`src/rtl/piezo_tone_decoder.sv`:
```
// piezo_tone_decoder
//   Monitors the differential piezo drive and decodes it back into notes.
//   The period of each tone is measured between rising edges of the positive
//   leg and classified as G6/C7/E7/G7 (or NONE). Contiguous periods of the
//   same class are merged into one note, which is reported with its length
//   in clk cycles. Optional melody recognition is compiled in when the macro
//   PIEZO_DEC_MELODY_EN is defined; otherwise melody_vld/melody_id are tied 0.
// Ports
//   clk, rst_n      clock, asynchronous active-low reset
//   piezo, piezo_n  piezo drive legs (monitored)
//   note_vld        1-cycle pulse when a note ends
//   note_id         0=NONE 1=G6 2=C7 3=E7 4=G7, held until next note_vld
//   note_len        note length (sum of its periods), held as note_id
//   diff_err        legs equal for >=2 consecutive samples
//   melody_vld      1-cycle pulse on melody decision (macro build only)
//   melody_id       0=UNKNOWN 1=STEER 2=BATT 3=FAST, held until next pulse
module piezo_tone_decoder #(
  parameter bit FAST_SIM = 1'b1,
  parameter int CNT_W    = 16,
  parameter int LEN_W    = 26
) (
  input  logic             clk,
  input  logic             rst_n,
  input  logic             piezo,
  input  logic             piezo_n,
  output logic             note_vld,
  output logic [2:0]       note_id,
  output logic [LEN_W-1:0] note_len,
  output logic             diff_err,
  output logic             melody_vld,
  output logic [1:0]       melody_id
);

  localparam int unsigned TOL  = FAST_SIM ? 2     : 64;
  localparam int unsigned SIL  = FAST_SIM ? 128   : 65535;
  localparam int unsigned P_G6 = FAST_SIM ? 63    : 31889;
  localparam int unsigned P_C7 = FAST_SIM ? 47    : 23891;
  localparam int unsigned P_E7 = FAST_SIM ? 38    : 18962;
  localparam int unsigned P_G7 = FAST_SIM ? 32    : 15945;
  localparam int          SW   = LEN_W + 1;
  localparam logic [CNT_W-1:0] SIL_C   = CNT_W'(SIL);
  localparam logic [CNT_W-1:0] CNT_MAX = '1;

  typedef enum logic [1:0] {IDLE, ACQ, TONE} state_t;

  function automatic logic [2:0] classify(input logic [CNT_W-1:0] p);
    int unsigned v;
    v = 32'(p);
    classify = 3'd0;
    if (v + TOL >= P_G6 && v <= P_G6 + TOL) classify = 3'd1;
    if (v + TOL >= P_C7 && v <= P_C7 + TOL) classify = 3'd2;
    if (v + TOL >= P_E7 && v <= P_E7 + TOL) classify = 3'd3;
    if (v + TOL >= P_G7 && v <= P_G7 + TOL) classify = 3'd4;
  endfunction

  state_t           state;
  logic             piezo_s, piezo_n_s, piezo_q, eq_q;
  logic [CNT_W-1:0] cnt;
  logic [2:0]       cur_id;
  logic [LEN_W-1:0] len;

  logic             rise, eq, silent, emit_chg, emit_sil;
  logic [2:0]       cls;
  logic [SW-1:0]    sum;
  logic [LEN_W-1:0] len_sat;

  always_comb begin
    rise     = piezo_s & ~piezo_q;
    eq       = (piezo_s == piezo_n_s);
    cls      = classify(cnt);
    silent   = (cnt == SIL_C);
    // an edge in the same cycle as the silence threshold takes priority
    emit_chg = (state == TONE) && rise && (cls != cur_id);
    emit_sil = (state == TONE) && !rise && silent;
    sum      = {1'b0, len} + SW'(cnt);
    len_sat  = sum[LEN_W] ? '1 : sum[LEN_W-1:0];
  end

  always_ff @(posedge clk or negedge rst_n) begin
    if (!rst_n) begin
      state     <= IDLE;
      piezo_s   <= 1'b0;
      piezo_n_s <= 1'b0;
      piezo_q   <= 1'b0;
      eq_q      <= 1'b0;
      diff_err  <= 1'b0;
      cnt       <= '0;
      cur_id    <= 3'd0;
      len       <= '0;
      note_vld  <= 1'b0;
      note_id   <= 3'd0;
      note_len  <= '0;
    end else begin
      piezo_s   <= piezo;
      piezo_n_s <= piezo_n;
      piezo_q   <= piezo_s;
      eq_q      <= eq;
      diff_err  <= eq & eq_q;
      if (rise)                cnt <= CNT_W'(1);
      else if (cnt != CNT_MAX) cnt <= cnt + CNT_W'(1);
      note_vld <= 1'b0;
      if (emit_chg || emit_sil) begin
        note_vld <= 1'b1;
        note_id  <= cur_id;
        note_len <= len;
      end
      case (state)
        IDLE: if (rise) state <= ACQ;
        ACQ: begin
          if (rise) begin
            state  <= TONE;
            cur_id <= cls;
            len    <= LEN_W'(cnt);
          end else if (silent) begin
            state <= IDLE;
          end
        end
        TONE: begin
          if (rise) begin
            if (cls == cur_id) begin
              len <= len_sat;
            end else begin
              cur_id <= cls;
              len    <= LEN_W'(cnt);
            end
          end else if (silent) begin
            state <= IDLE;
          end
        end
        default: state <= IDLE;
      endcase
    end
  end

`ifdef PIEZO_DEC_MELODY_EN
  // hist[0] is the most recently emitted note
  localparam logic [5:0][2:0] STEER = {3'd1, 3'd2, 3'd3, 3'd4, 3'd3, 3'd4};
  localparam logic [5:0][2:0] BATT  = {3'd4, 3'd3, 3'd4, 3'd3, 3'd2, 3'd1};

  logic [5:0][2:0] hist, hist_next;
  logic            fast_hit;

  always_comb begin
    hist_next = {hist[4:0], cur_id};
    // E7 ending on a G6 edge right after G6,C7
    fast_hit  = emit_chg && (cur_id == 3'd3) && (cls == 3'd1) &&
                (hist[0] == 3'd2) && (hist[1] == 3'd1);
  end

  always_ff @(posedge clk or negedge rst_n) begin
    if (!rst_n) begin
      hist       <= '0;
      melody_vld <= 1'b0;
      melody_id  <= 2'd0;
    end else begin
      melody_vld <= 1'b0;
      if (emit_sil) begin
        melody_vld <= 1'b1;
        hist       <= '0;
        if (hist_next == STEER)     melody_id <= 2'd1;
        else if (hist_next == BATT) melody_id <= 2'd2;
        else                        melody_id <= 2'd0;
      end else if (emit_chg) begin
        if (fast_hit) begin
          melody_vld <= 1'b1;
          melody_id  <= 2'd3;
          hist       <= '0;
        end else begin
          hist <= hist_next;
        end
      end
    end
  end
`else
  assign melody_vld = 1'b0;
  assign melody_id  = 2'd0;
`endif

endmodule
```
`config.mk`:
```
export PLATFORM = sky130hd
export DESIGN_NAME = piezo_tone_decoder
export DESIGN_NICKNAME = d
export VERILOG_FILES = /design/src/rtl/piezo_tone_decoder.sv
export SDC_FILE = /design/constraint.sdc
export NUM_CORES = 1
export LEC_CHECK = 0
export CELL_PAD_IN_SITES_DETAIL_PLACEMENT = 1
export CELL_PAD_IN_SITES_GLOBAL_PLACEMENT = 1
export CORE_MARGIN = 2
export CORE_UTILIZATION = 46
export DETAILED_ROUTE_END_ITERATION = 7
export PLACE_DENSITY = 0.76
export REMOVE_ABC_BUFFERS = 1
export SYNTH_ARGS = -nofsm -noshare
export SYNTH_HDL_FRONTEND = slang
export SYNTH_SLANG_ARGS = --single-unit
```
`constraint.sdc`:
```
create_clock -name clk -period 3.9 [get_ports clk]
set_input_delay 0.78 -clock clk [delete_from_list [all_inputs] [get_ports clk]]
set_output_delay 0.78 -clock clk [all_outputs]
set_load 0.01 [all_outputs]
```
==> results of run 1 <==
## logic make-up (layout without fill, tap and decap cells)
kind of cell	count (synthesis)	in the layout	share of synthesized area (%)
AO/OA/AOI/OAI	136	136	19.5
XOR/XNOR	26	26	4.52
adder cells (fa/ha/maj)	24	24	6.11
buffers and inverters	46	90	4.20
flip-flops	82	82	40.7
multiplexers	32	32	7.13
other	1	3	0.0745
AND/OR/NAND/NOR	175	175	17.8
## worst paths after layout
check / end / from / slack [ns]
max: cur_id[1] / cnt[4] / 0.30
min: piezo_q / piezo_s / 0.46
max reg2reg: cur_id[1] / cnt[4] / 0.30
min reg2reg: piezo_q / piezo_s / 0.46
max in group asynchronous: len[22] / rst_n / 2.64
min in group asynchronous: cnt[1] / rst_n / 0.60
## flip-flops by register name, indices dropped and copies added (netlist names)
signal     count
cur_id         3
state          2
note_len      26
piezo_n_s      1
len           26
diff_err       1
eq_q           1
note_id        3
cnt           16
note_vld       1
piezo_q        1
piezo_s        1
## synth_stat cells (all sizes together) (8+ instances only)
cell type / instances
or3: 8
nor2b: 9
mux2: 31
ha: 23
inv: 19
o221a: 8
nand2b: 9
a21oi: 23
o21ai: 29
nor2: 48
a31oi: 10
nand2: 33
xor2: 9
nand4: 10
buf: 16
nor3: 12
nand3: 21
dfrtp: 82
xnor2: 17
clkbuf: 11
## power breakdown
part           leakage, nW  internal [mW]  switching (mW)  total (mW)
registers             1.07           1.04           0.163        1.20
logic                 1.38          0.603           0.688        1.29
clock network        0.103          0.315           0.337       0.652
total                 2.55           1.95            1.19        3.14
## metrics by stage
step | worst slack [ns] | setup TNS, ns | total power, mW
finish | 0.299 | 0 | 3.14
global placement | 0.363 | 0 | 2.42
global route | 0.104 | 0 | 3.35
CTS | 0.256 | 0 | 3.14
detailed placement | 0.262 | 0 | 2.48
floorplan | -0.0898 | -2.60 | 1.99
## metal layers
layer	global-route usage, %	share of wire, %
met5	0	0
met4	8.06	1.5
met3	3.17	3.4
met2	39.8	46
met1	35.3	49
## area by class of cell
| cell class | count | area (sq um) | share of cell area, % |
|---|---|---|---|
| well taps | 140 | 175 | 3.01 |
| repair buffers | 55 | 520 | 8.95 |
| clock buffers | 10 | 138 | 2.37 |
| inverters | 19 | 71.3 | 1.23 |
| multi-input cells | 396 | 2800 | 48.1 |
| clock inverters | 6 | 65.1 | 1.12 |
| flip-flops and latches | 82 | 2050 | 35.3 |
## what timing repair did
action	4_1_cts	5_1_grt
resized for setup	0	2
endpoints found under the setup margin	0	4
buffers inserted	0	3
==> results.cfg, run 1 <==
[run_status]
outcome = completed

[floorplan]
die_area_sq_mm = 0.0118
start_util_pct = 46.9
row_count = 38
die_y_microns = 109
die_w_microns = 109
pin_count = 38
coreArea_sq_mm = 0.0107

[cells_and_area]
design_area_sq_mm = 0.00582
finalNonFillerCells = 708
final_common_cell = dfrtp_1
n_antenna_cell = 0
drive_gt1_share_pct = 11.4
final_util_pct = 54.1
nets = 591
mostFrequentLayoutCells = dfrtp_1, nor2_1, nand2_1, clkdlybuf4s50_1, mux2_1
fillers = 1239
synthToLayoutAreaGrowth_pct = 15.5

[timing]
maxSlewViolCount = 0
skew_ns = 0.00849
worstMarginPinSlew_ns = 1.04
period_needed_ns = 3.60
max_freq_ghz = 0.278
setup_violations = 0
relSlewSlack_pct = 30.5
fin_crit_sh_pct = 92.3
holdWs_ns = 0.460
rsz0062_at_grt = false
hold_viol_final = 0

[power_and_ir_drop]
vdd_ir_drop_max_mv = 0.346
leakage_nw = 2.55
p_per_area_mw_per_mm2 = 540

[worst_setup_path]
slowest_stage = or4_1
crit_arrival_ns = 3.86
critPathKind = reg -> reg
max_stage_delay_ns = 0.62
required_ns = 4.16
critPathTopFamily = compound AO/OA/AOI/OAI gates
cp-end-kind = flop
crit_chain = nand2_1 -> or4_1 -> o211ai_2 -> nand4_2 -> o41a_1 -> nor2b_1 -> a21bo_2 -> a21oi_2 -> mux2_2
path_buf_inv = 0
crit_path_start_kind = flop
critPathMaxFanout = 13
r2r_cells = 9
worstSetupPathDepth = 9

[synthesis]
synthArstFlopShare_pct = 100
yosysSeqAreaShare_pct = 40.7
netlist_area_sq_mm = 0.00504
avgSynthCellArea_sq_um = 9.65
synth_warnings = 0
synth.top_cell.area_share_pct = 40.7
ys_ff_latch = 82
synthTopCellsByArea = dfrtp_1, mux2_1, ha_1, nor2_1, xnor2_1
synth-edff-count = 0
synth_flop_cell = dfrtp_1
netlist_instances = 522
synth_top_area_cell = dfrtp_1
ys_types = 69

[placed_design]
placed_area_sq_mm = 0.00557
gp_congestion = 0.879
placed_cells = 689
hpwl_microns = 9990
io_buffers = 34

[cts]
cts_num_sinks = 82
h-tree-depth = 3
clk_latency_ns = 0.37
ctsHoldBuffers = 0
cts_tree = done
clk_pin_slew_worst_paths_ns = 0.09
cts_buffers = 9
cts_buffer_depth = 2
root_buffer = clkbuf_8

[run]
maxCapViolations = 0

[grt]
grt_use_total_pct = 24.9
grt_pass1_vias = 4292
grt_max_degree = 83
grt_first_pass_wirelength_microns = 22600
overflow = 0
antenna_found_initial = 0

[routing]
vias = 4246
wl_per_cell_microns = 19.8
drtIter0Drc = 174
drc = 0
via_per_inst = 6.00
drt_wl_total_microns = 14000
drt_pass1_iterations = 4
drtAntennaViolNets = 0

[min_path]
whs_path_depth = 0
hold_class = reg -> reg
Note: power is estimated with default switching activity, not from simulation.
==> run 2, diff against run 1 <==
--- a/config.mk
+++ b/config.mk
@@ -5,13 +5,15 @@
 export SDC_FILE = /design/constraint.sdc
 export NUM_CORES = 1
 export LEC_CHECK = 0
+export ABC_CLOCK_PERIOD_IN_PS = 4200
 export CELL_PAD_IN_SITES_DETAIL_PLACEMENT = 1
 export CELL_PAD_IN_SITES_GLOBAL_PLACEMENT = 1
 export CORE_MARGIN = 2
-export CORE_UTILIZATION = 46
+export CORE_UTILIZATION = 50
 export DETAILED_ROUTE_END_ITERATION = 7
-export PLACE_DENSITY = 0.76
+export PLACE_DENSITY = 0.82
 export REMOVE_ABC_BUFFERS = 1
+export SLEW_MARGIN = 20
 export SYNTH_ARGS = -nofsm -noshare
 export SYNTH_HDL_FRONTEND = slang
 export SYNTH_SLANG_ARGS = --single-unit
==> constraint.sdc (replaced) <==
create_clock -name clk -period 4.2 [get_ports clk]
set_input_delay 0.84 -clock clk [delete_from_list [all_inputs] [get_ports clk]]
set_output_delay 0.84 -clock clk [all_outputs]
set_load 0.01 [all_outputs]
==> run 2 against run 1 <==
Net effect: maximum frequency down 6.8%; final area down 2.0%; die area down 7.7%; sequential power down 4%; cell count down 2.1%; flip-flop and latch count unchanged; critical path depth up 2; first-iteration DRC count up 34%; clock skew up 0.0083 ns; clock-buffer cell count up 1; combinational power down 12%; worst setup slack better by 0.038 ns; largest power group is now registers.
==> results.cfg, run 2 (synthesis gave the netlist of run 1 again) <==
[cells_and_area]
synthToLayoutAreaGrowth_pct = 13.3
fillers = 1130
top_regs = len x26, note_len x26, cnt x16
n_antenna_cell = 0
nets = 583
final_common_cell = dfrtp_1
drive_gt1_share_pct = 9.82
mostFrequentLayoutCells = dfrtp_1, nor2_1, nand2_1, clkdlybuf4s50_1, mux2_1

[min_path]
whs_path_depth = 0
min_from = piezo_s
holdPathEnd = piezo_q
hold_class = reg -> reg

[floorplan]
die_y_microns = 104
pin_count = 38
die_area_sq_mm = 0.0109
start_util_pct = 51.5
coreArea_sq_mm = 0.00977
die_w_microns = 104
row_count = 36

[placed_design]
io_buffers = 34
gp_congestion = 0.872
hpwl_microns = 10100

[cts]
cts_buffer_depth = 2
cts_tree = done
ctsHoldBuffers = 0
clk_latency_ns = 0.37
cts_buffers = 9
h-tree-depth = 3
clk_pin_slew_worst_paths_ns = 0.08
root_buffer = clkbuf_8
cts_num_sinks = 82

[worst_setup_path]
required_ns = 4.45
crit_path_start_kind = flop
crit_chain = ha_2 -> nand4_2 -> or3_1 -> o211ai_2 -> nand4_2 -> o31a_1 -> o31a_1 -> a21boi_4 -> o211ai_4 -> buf_4 -> mux2_1
slowest_stage = dfrtp_1
r2r_slack_ns = 0.34
r2r_cells = 11
r2r_start = cnt[1]
critPathMaxFanout = 20
critPathKind = reg -> reg
cp-end-kind = flop
rr_endpoint = note_id[2]
max_stage_delay_ns = 0.60
crit_arrival_ns = 4.11

[routing]
drc = 0
drt_pass1_iterations = 4
m1WireLength_microns = 6330
via_per_inst = 6.14
wl_met2_microns = 6900
drtAntennaViolNets = 0
drtIter0Drc = 233
vias = 4255
highest_layer = met4
wl_met3_microns = 524
wl_per_cell_microns = 20.2
drt_wl_total_microns = 14000

[timing]
maxSlewViolCount = 0
rsz0062_at_grt = false
skew_ns = 0.0168
fin_crit_sh_pct = 92.0
period_needed_ns = 3.86
max_freq_ghz = 0.259
worstMarginPinSlew_ns = 0.751
relSlewSlack_pct = 49.9
hold_viol_final = 0
final.setup.tns_ns = 0
setup_violations = 0

[grt]
grt_use_total_pct = 26.9
grt_max_degree = 83
grt_first_pass_wirelength_microns = 23300
overflow = 0
antenna_found_initial = 0
grt_pass1_vias = 4466

[power_and_ir_drop]
p_per_area_mw_per_mm2 = 495
vdd_ir_drop_max_mv = 0.222
leakage_nw = 2.49
p_total_mw = 2.82

[run_status]
outcome = completed

[run]
maxCapViolations = 0
## run 2: changes by cell type in the layout (fill, tap and decap cells not counted), sizes merged
| cell | delta |
|---|---|
| buf | -8 |
| clkbuf | +1 |
| clkinvlp | +1 |
| bufinv | -1 |
| inv | -1 |
## run 2: power by group
| group | internal [mW] | leakage (nW) | switching (mW) |
|---|---|---|---|
| sequential | 0.962 | 1.07 | 0.191 |
| combinational | 0.540 | 1.33 | 0.599 |
| clock | 0.228 | 0.0851 | 0.301 |
## run 2: final cells by class
class	instances	area [sq um]	share of cell area, %
inverters	19	71.3	1.25
repair buffers	47	452	7.92
well taps	133	166	2.92
flip-flops and latches	82	2050	36.0
clock inverters	5	30.0	0.526
clock buffers	11	141	2.48
multi-input cells	396	2790	48.9
## run 2: worst max-delay path by stage
stage	startpoint	end	slack (ns)
2_1_floorplan	cnt[1]	note_id[0]	0.21
3_3_place_gp	cnt[3]	len[5]	0.43
3_5_place_dp	cnt[1]	note_len[8]	0.23
4_1_cts	cnt[1]	note_len[8]	0.21
5_1_grt	cnt[1]	note_len[8]	0.07
6_report	cnt[1]	note_id[2]	0.34
## run 2: timing repair
item                                    CTS  global route
resized for setup                         0             1
endpoints found under the setup margin    0            26
setup buffers                             0             2
## run 2: metal layers
layer	vias to the layer above	track usage [%]
met5	-	0
met4	0	9.65
met3	19	2.82
met2	103	45.3
met1	2161	35.9
li1	1972	-
## run 2: per-stage QoR
stage                     cells  setup slack [ns]  instance area [sq um]  hold WS (ns)  util [%]
after global routing        693            0.0702                   5700         0.474      58.4
after detailed placement    675             0.235                   5500         0.436      56.3
final                       693             0.337                   5700         0.453      58.4
after floorplan             497             0.210                   4900         0.406         -
after CTS                   691             0.208                   5670         0.454      58.0
after global placement      675             0.425                   5500         0.425      56.3
## run 2: critical path: cells and delay by family, from the launching register on
kind                     cells  cell delay [ns]
AND/OR/NAND/NOR              3             0.74
flip-flops                   1             0.60
multiplexers                 1             0.36
adder cells (fa/ha/maj)      1             0.37
AO/OA/AOI/OAI                5             1.33
buffers and inverters        1             0.33
